`config.mk`:
```
export PLATFORM = sky130hd
export DESIGN_NAME = sun_serial_tx
export DESIGN_NICKNAME = d
export VERILOG_FILES = /design/src/rtl/sun_serial_pkg.sv /design/src/rtl/sun_serial_bittmr.sv /design/src/rtl/sun_serial_tx.sv
export SDC_FILE = /design/constraint.sdc
export NUM_CORES = 1
export LEC_CHECK = 0
export ABC_AREA = 1
export BUFFER_PORTS_ARGS = -buffer_cell sky130_fd_sc_hd__buf_2
export CAP_MARGIN = 10
export CORE_MARGIN = 4
export CORE_UTILIZATION = 35
export CTS_CLUSTER_SIZE = 28
export DETAILED_ROUTE_END_ITERATION = 7
export HOLD_SLACK_MARGIN = 0.1
export PLACE_DENSITY = 0.65
export SLEW_MARGIN = 30
export SYNTH_ARGS = -nofsm -noshare
export SYNTH_HDL_FRONTEND = slang
export SYNTH_SLANG_ARGS = --single-unit
```
`constraint.sdc`:
```
create_clock -name CK -period 3.8 [get_ports CK]
set_clock_uncertainty 0.05 [all_clocks]
set_input_delay 0.76 -clock CK [delete_from_list [all_inputs] [get_ports CK]]
set_output_delay 0.76 -clock CK [all_outputs]
set_load 0.01 [all_outputs]
```
`src/rtl/sun_serial_pkg.sv`:
```
// Shared types and helpers for the serial readout transmitter.
package sun_serial_pkg;

    typedef enum logic [1:0] {
        S_IDLE  = 2'd0,
        S_SHIFT = 2'd1,
        S_GAP   = 2'd2
    } state_e;

    // Counter width for a range of n states; never below one bit.
    function automatic int unsigned cnt_w(input int unsigned n);
        return (n > 2) ? $clog2(n) : 1;
    endfunction

    // Widths for the default configuration (WIDTH=8, DIV=4).
    localparam int unsigned BITCNT_W = cnt_w(8);
    localparam int unsigned DIVCNT_W = cnt_w(4);

    // SCLK is high in the second half of each bit period.
    function automatic logic sclk_hi(input int unsigned divcnt, input int unsigned div);
        return divcnt >= (div / 2);
    endfunction

endpackage

```
`src/rtl/sun_serial_bittmr.sv`:
```
// Bit-period timer: counts CK cycles within one serial bit (or the trailing gap).
module sun_serial_bittmr
    import sun_serial_pkg::*;
#(
    parameter int unsigned DIV = 4
) (
    input  logic CK,
    input  logic R,
    input  logic run,
    input  logic clear,
    output logic bit_end,
    output logic half,
    output logic mid
);

    localparam int unsigned CntW = cnt_w(DIV);
    localparam logic [CntW-1:0] CntLast = CntW'(DIV - 1);
    localparam logic [CntW-1:0] CntMid  = CntW'((DIV / 2) - 1);

    logic [CntW-1:0] cnt_q, cnt_d;

    // Next count: clear wins, otherwise wrap at the end of the bit period.
    always_comb begin
        cnt_d = cnt_q;
        if (clear) begin
            cnt_d = '0;
        end else if (run) begin
            cnt_d = (cnt_q == CntLast) ? '0 : cnt_q + 1'b1;
        end
    end

    // Counter register.
    always_ff @(posedge CK or posedge R) begin
        if (R) begin
            cnt_q <= '0;
        end else begin
            cnt_q <= cnt_d;
        end
    end

    // Decodes of the current count; mid marks the last low-SCLK cycle.
    always_comb begin
        bit_end = (cnt_q == CntLast);
        half    = sclk_hi(32'(cnt_q), DIV);
        mid     = (cnt_q == CntMid);
    end

endmodule

```
`src/rtl/sun_serial_tx.sv`:
```
// Parallel-to-serial readout transmitter: one word per VALID/READY handshake, shifted
// out MSB-first with a generated SCLK and a frame strobe SFRM. All outputs are flops.
module sun_serial_tx
    import sun_serial_pkg::*;
#(
    parameter int unsigned WIDTH = 8,
    parameter int unsigned DIV   = 4
) (
    input  logic             CK,
    input  logic             R,
    input  logic [WIDTH-1:0] DATA,
    input  logic             VALID,
    output logic             READY,
    output logic             SDO,
    output logic             SCLK,
    output logic             SFRM
);

    localparam int unsigned BitW = cnt_w(WIDTH);
    localparam logic [BitW-1:0] BitFirst = BitW'(WIDTH - 1);

    state_e           state_q, state_d;
    logic [WIDTH-1:0] shreg_q, shreg_d;
    logic [BitW-1:0]  bitcnt_q, bitcnt_d;

    logic tmr_run, tmr_clear;
    logic tmr_bit_end, tmr_half, tmr_mid;

    logic ready_d, sdo_d, sclk_d, sfrm_d;

    sun_serial_bittmr #(
        .DIV (DIV)
    ) u_bittmr (
        .CK      (CK),
        .R       (R),
        .run     (tmr_run),
        .clear   (tmr_clear),
        .bit_end (tmr_bit_end),
        .half    (tmr_half),
        .mid     (tmr_mid)
    );

    // Next-state logic for the FSM, shift register and bit counter.
    always_comb begin
        state_d   = state_q;
        shreg_d   = shreg_q;
        bitcnt_d  = bitcnt_q;
        tmr_run   = 1'b0;
        tmr_clear = 1'b0;
        unique case (state_q)
            S_IDLE: begin
                tmr_clear = 1'b1;
                if (VALID) begin
                    shreg_d  = DATA;
                    bitcnt_d = BitFirst;
                    state_d  = S_SHIFT;
                end
            end
            S_SHIFT: begin
                tmr_run = 1'b1;
                if (tmr_bit_end) begin
                    if (bitcnt_q == '0) begin
                        state_d = S_GAP;
                    end else begin
                        shreg_d  = {shreg_q[WIDTH-2:0], 1'b0};
                        bitcnt_d = bitcnt_q - 1'b1;
                    end
                end
            end
            S_GAP: begin
                tmr_run = 1'b1;
                if (tmr_bit_end) begin
                    tmr_clear = 1'b1;
                    state_d   = S_IDLE;
                end
            end
            default: begin
                state_d = S_IDLE;
            end
        endcase
    end

    // Output values for the coming cycle, decoded from next state so the flops line up
    // with the FSM. SCLK rises after the mid count and falls after the bit-end count.
    always_comb begin
        ready_d = (state_d == S_IDLE);
        sfrm_d  = (state_d == S_SHIFT);
        sdo_d   = (state_d == S_SHIFT) && shreg_d[WIDTH-1];
        sclk_d  = (state_d == S_SHIFT) && !tmr_clear && (tmr_mid || (tmr_half && !tmr_bit_end));
    end

    // State, datapath and output registers.
    always_ff @(posedge CK or posedge R) begin
        if (R) begin
            state_q  <= S_IDLE;
            shreg_q  <= '0;
            bitcnt_q <= '0;
            READY    <= 1'b1;
            SDO      <= 1'b0;
            SCLK     <= 1'b0;
            SFRM     <= 1'b0;
        end else begin
            state_q  <= state_d;
            shreg_q  <= shreg_d;
            bitcnt_q <= bitcnt_d;
            READY    <= ready_d;
            SDO      <= sdo_d;
            SCLK     <= sclk_d;
            SFRM     <= sfrm_d;
        end
    end

endmodule

```
# After elaboration in Yosys (flattened, before gate mapping)
# Index checks and enable logic that the tools add are counted.
# classes
order_cmp,1
add_sub_neg,2
mux,19
eq_ne,8
n_reduce_logical,14
# op_table
op,n
$mux W8,3
$pmux W8 S2,1
$mux W2,7
$mux W3,3
$eq A2 B1 Y1 const B,3
$ne A2 B2 Y1 const B,3
$pmux W2 S3,1
$pmux W3 S2,1
$eq A2 B2 Y1 const B,2
$logic_and A1 B1 Y1,4
$logic_not A2 Y1,2
$reduce_and A4 Y1,1
$reduce_bool A2 Y1,2
$logic_not A3 Y1,1
$sub A3 B1 Y3 const B,1
$add A2 B1 Y2 const B,1
$ge A2 B2 Y1 const B,1
$logic_not A1 Y1,2
$mux W1,2
$pmux W1 S2,1
$reduce_or A2 Y1,1
$logic_or A1 B1 Y1,1
# word_totals
in_bits,11
output_inout_bits,4
register_bits,19

# Logic depth before layout (Yosys ltp)
# logic_depth
ltp_word,7
ltp_mapped,8
depth_no_buf,8

# Modules after synthesis
# From an unflattened synthesis, not the netlist that was laid out.
# hier_totals
hier_cells,137
area_unflattened_um2,1133.6
# modules_own_cells
mod,area_each_um2,cells_each,n_inst
sun_serial_tx,987.2,119,1
sun_serial_bittmr,146.4,18,1

# Least setup slack after synthesis
# Ideal clock, no wire load.
# synth_path
kind,in2reg
startpoint,input VALID
endpoint,register shreg_q[1]
n_path_buf,1
setup_slack_ps,2311
path_stages,6
arrival_time_ps,1317
setup_ps,123
path_cell_list,buf_2 > nand2_1 > nand2_1 > o21ai_2 > nand2_1 > nand2_1
# synth_between
elab_chain_len,2
# synth_rtl
item,line,rtl
from (decl),sun_serial_tx.sv:12,"input logic VALID,"
$ne A2 B2 Y1 (no line),--,
$reduce_and A4 Y1 (no line),--,
to (signal assigned),sun_serial_tx.sv:104,shreg_q <= shreg_d;
to (decl),sun_serial_tx.sv:23,"logic [WIDTH-1:0] shreg_q, shreg_d;"
# No other way between the ends.
# A chain may end at the register's enable or synchronous reset.

# Worst setup path in the final report
# layout_path
startpoint,register READY
endpoint,output READY
# layout_rtl
item,line,rtl
from (decl),sun_serial_tx.sv:13,"output logic READY,"
from (signal assigned),sun_serial_tx.sv:106,READY <= ready_d;
# No word-level cell between the ends.

==> key figures <==
Outcome
  • Status: completed

Critical path
  • Top delay family on crit path: flip-flops
  • CP Data Arrival Time: 0.95 ns
  • WP data required: between 2 and 3 ns
  • CP bufs+invs: 1
  • Critical Path, Cell by Cell: buf_2
  • Crit Path Max Fanout: 1
  • Setup crit end kind: primary output
  • Startpoint types: register
  • CP max-delay cell: dfstp_2
  • CP Class: register to primary output
  • Largest stage delay, worst path: 0.54 ns

Route
  • DRC errors left: 0
  • Vias: about 790
  • Routed WL: ~1800 um
  • 1st-pass router iterations: 4
  • Vias per cell: 4.73
  • Final antenna-violating net count: 0
  • Wire per inst: 11.1 um
  • Initial DRC Count: 13

Cells and area
  • Area growth, synth to finish: 13.5%
  • Diode count: 0
  • Final core occ: a little over two fifths
  • Number of nets in the layout: 151
  • Final instance area: about 1100 sq um
  • Area occupied by multi-input gates: between 400 and 500 sq um
  • Layout cells sized above 1: 21.3%
  • Non-Filler Instances: 166
  • Fillcell total: 270
  • Register Area: 477 sq um

Die
  • Num ports: 15
  • Initial core utilization: a little under two fifths
  • FP Rows: 18
  • DIE WIDTH: around 60 um
  • Die area: 3650 sq um
  • Core ar.: roughly 2500 sq um
  • Die height: 60.4 um

Power
  • Max IR drop VDD: 425 uV
  • Register share of total power: 40.0%
  • Cell Int Power: 0.491 mW
  • Pleak: 0.589 nW
  • Sw Pwr: 0.381 mW
  • Total power draw: 0.872 mW
  • Switching part of the total: 43.7%
  • Comb pwr share: 48.0%
  • P per Cell Area: 798 nW/um^2
  • Clk pwr share: 12.0%

Clock network
  • Total CTS buffers: 3
  • CTS Buffer Depth: 2
  • CTS tree: built
  • Post CTS Setup Buffer Count: 0
  • Resize count post-CTS: 0
  • CTS Root Cell: clkbuf_4
  • Clock slew seen by the registers of the worst setup and hold paths: 0.12 ns
  • CTS Hold Bufs: 0
  • Worst-skew pair later-pin latency: 0.30 ns
  • Sink Count: 19
  • Number of H-tree levels: 1

Timing
  • Fmax: 569 MHz
  • Final worst setup slack: 2.04 ns
  • Tcrit/Tclk final: 46.3%
  • Setup tns final: 0 ns
  • Final setup viols: 0
  • Final Max Tran Viols: 0
  • Hold slack: 0.447 ns
  • Least-Margin Pin Slew: 0.722 ns
  • Final-report hold violation count: 0
  • RSZ-0062 raised after global routing: false
  • Slew HR: between 50 and 60%
  • Final Critical Period: 1.76 ns

Place
  • Placed inst area: about 1100 sq um
  • DPL Wire Length: 1400 um
  • Routability cong.: between 0.8 and 0.9
  • Port Buffers: 14
  • Dpl cells: 162
  • DP Worst Slack: 2.16 ns

Yosys
  • Synth Instances: 119
  • Syn_nets: 133
  • Post-synthesis sequential area ratio: between 40% and 50%
  • Commonest cells post-synth: nand2_1, dfrtp_1, inv_1
  • Prevailing post-synth register cell: dfrtp_1
  • Syn Area/Cell: 8.09 sq um
  • Leading area contributor after synthesis: dfrtp_1
  • Largest cells by area after synthesis: dfrtp_1, nand2_1, inv_1
  • Share of Yosys cell area claimed by the top area cell type: 46.8%
  • Async SR Flop Fraction: 100%
  • Most frequent cell after synthesis: nand2_1
  • Synth cell types: 19
  • Mapped Area: 962 sq um
  • Yosys reg bits: 19
  • Post-synth EDFFs: 0
  • Yosys warns: 0

Min path
  • Class of the worst hold path: register to register

GRT
  • Initial antenna violation count: 0
  • Largest net degree at the start of global routing: 20
  • Residual overflow from global routing: 0
  • Number of global-route vias before repair: 742
  • First-pass GRT wire length: 3150 um
  • Gr usage total: 11.6%

Flow run
  • Max_cap viols: 0
## layout by cell type (no fill, tap or decap)
cell type / instances
or2_2: 2
dfrtp_1: 18
nand3_2: 1
a31oi_1: 6
a21oi_1: 2
nand3_1: 6
nor2_4: 2
clkbuf_4: 3
nand2_1: 41
dfstp_2: 1
o21ai_0: 5
ha_1: 3
inv_1: 15
nand4_1: 1
a21oi_4: 1
inv_2: 1
nand2_2: 2
clkinv_2: 1
buf_2: 14
nor2_1: 10
o21ai_2: 1
## registers in the layout (all words and copies together), names as in the netlist
register	count
READY	1
SCLK	1
SDO	1
SFRM	1
bitcnt_q	3
shreg_q	8
state_q	2
u_bittmr.cnt_q	2
## cells by family (layout without fill, tap and decap cells)
logic type               after synthesis  count (layout)  synth area share, %
AND/OR/NAND/NOR                       65              65                 29.6
flip-flops                            19              19                 49.5
buffers and inverters                 17              34                 6.76
AO/OA/AOI/OAI                         15              15                 10.1
adder cells (fa/ha/maj)                3               3                 3.90
## area by class of cell
cell class	count	share of cell area (%)
Sequential cell	19	43.6
Clock buffer	3	2.06
Clock inverter	1	0.458
Timing Repair Buffer	14	6.41
Inverter	16	5.50
Multi-Input combinational cell	83	38.5
Tap cell	30	3.44
## worst paths after layout
kind	from	end	slack, ns	cells after the start
worst max register to register	u_bittmr.cnt_q[0]	shreg_q[5]	2.38	5
max in group asynchronous	R	shreg_q[7]	2.74	2
min in group asynchronous	R	shreg_q[5]	0.51	2
worst min-delay path	shreg_q[1]	shreg_q[1]	0.45	2
worst max-delay path	READY	READY	2.04	1
worst min register to register	shreg_q[1]	shreg_q[1]	0.45	2
## power by group through the flow
stage	registers (mW)	clock network, mW	logic (mW)
floorplan	0.352	0	0.326
global placement	0.353	0	0.412
detailed placement	0.353	0	0.425
CTS	0.349	0.106	0.426
global route	0.359	0.117	0.493
finish	0.348	0.105	0.418
## metal layers
metal / global-route usage, % / vias to the layer above / part of all wire [%]
li1: - / 409 / -
met1: 14.5 / 362 / 48
met2: 18.7 / 12 / 47
met3: 3.62 / 2 / 5.0
met4: 4.64 / 0 / 0.87
met5: 0 / - / 0
Power figures use the tool's default switching activity.
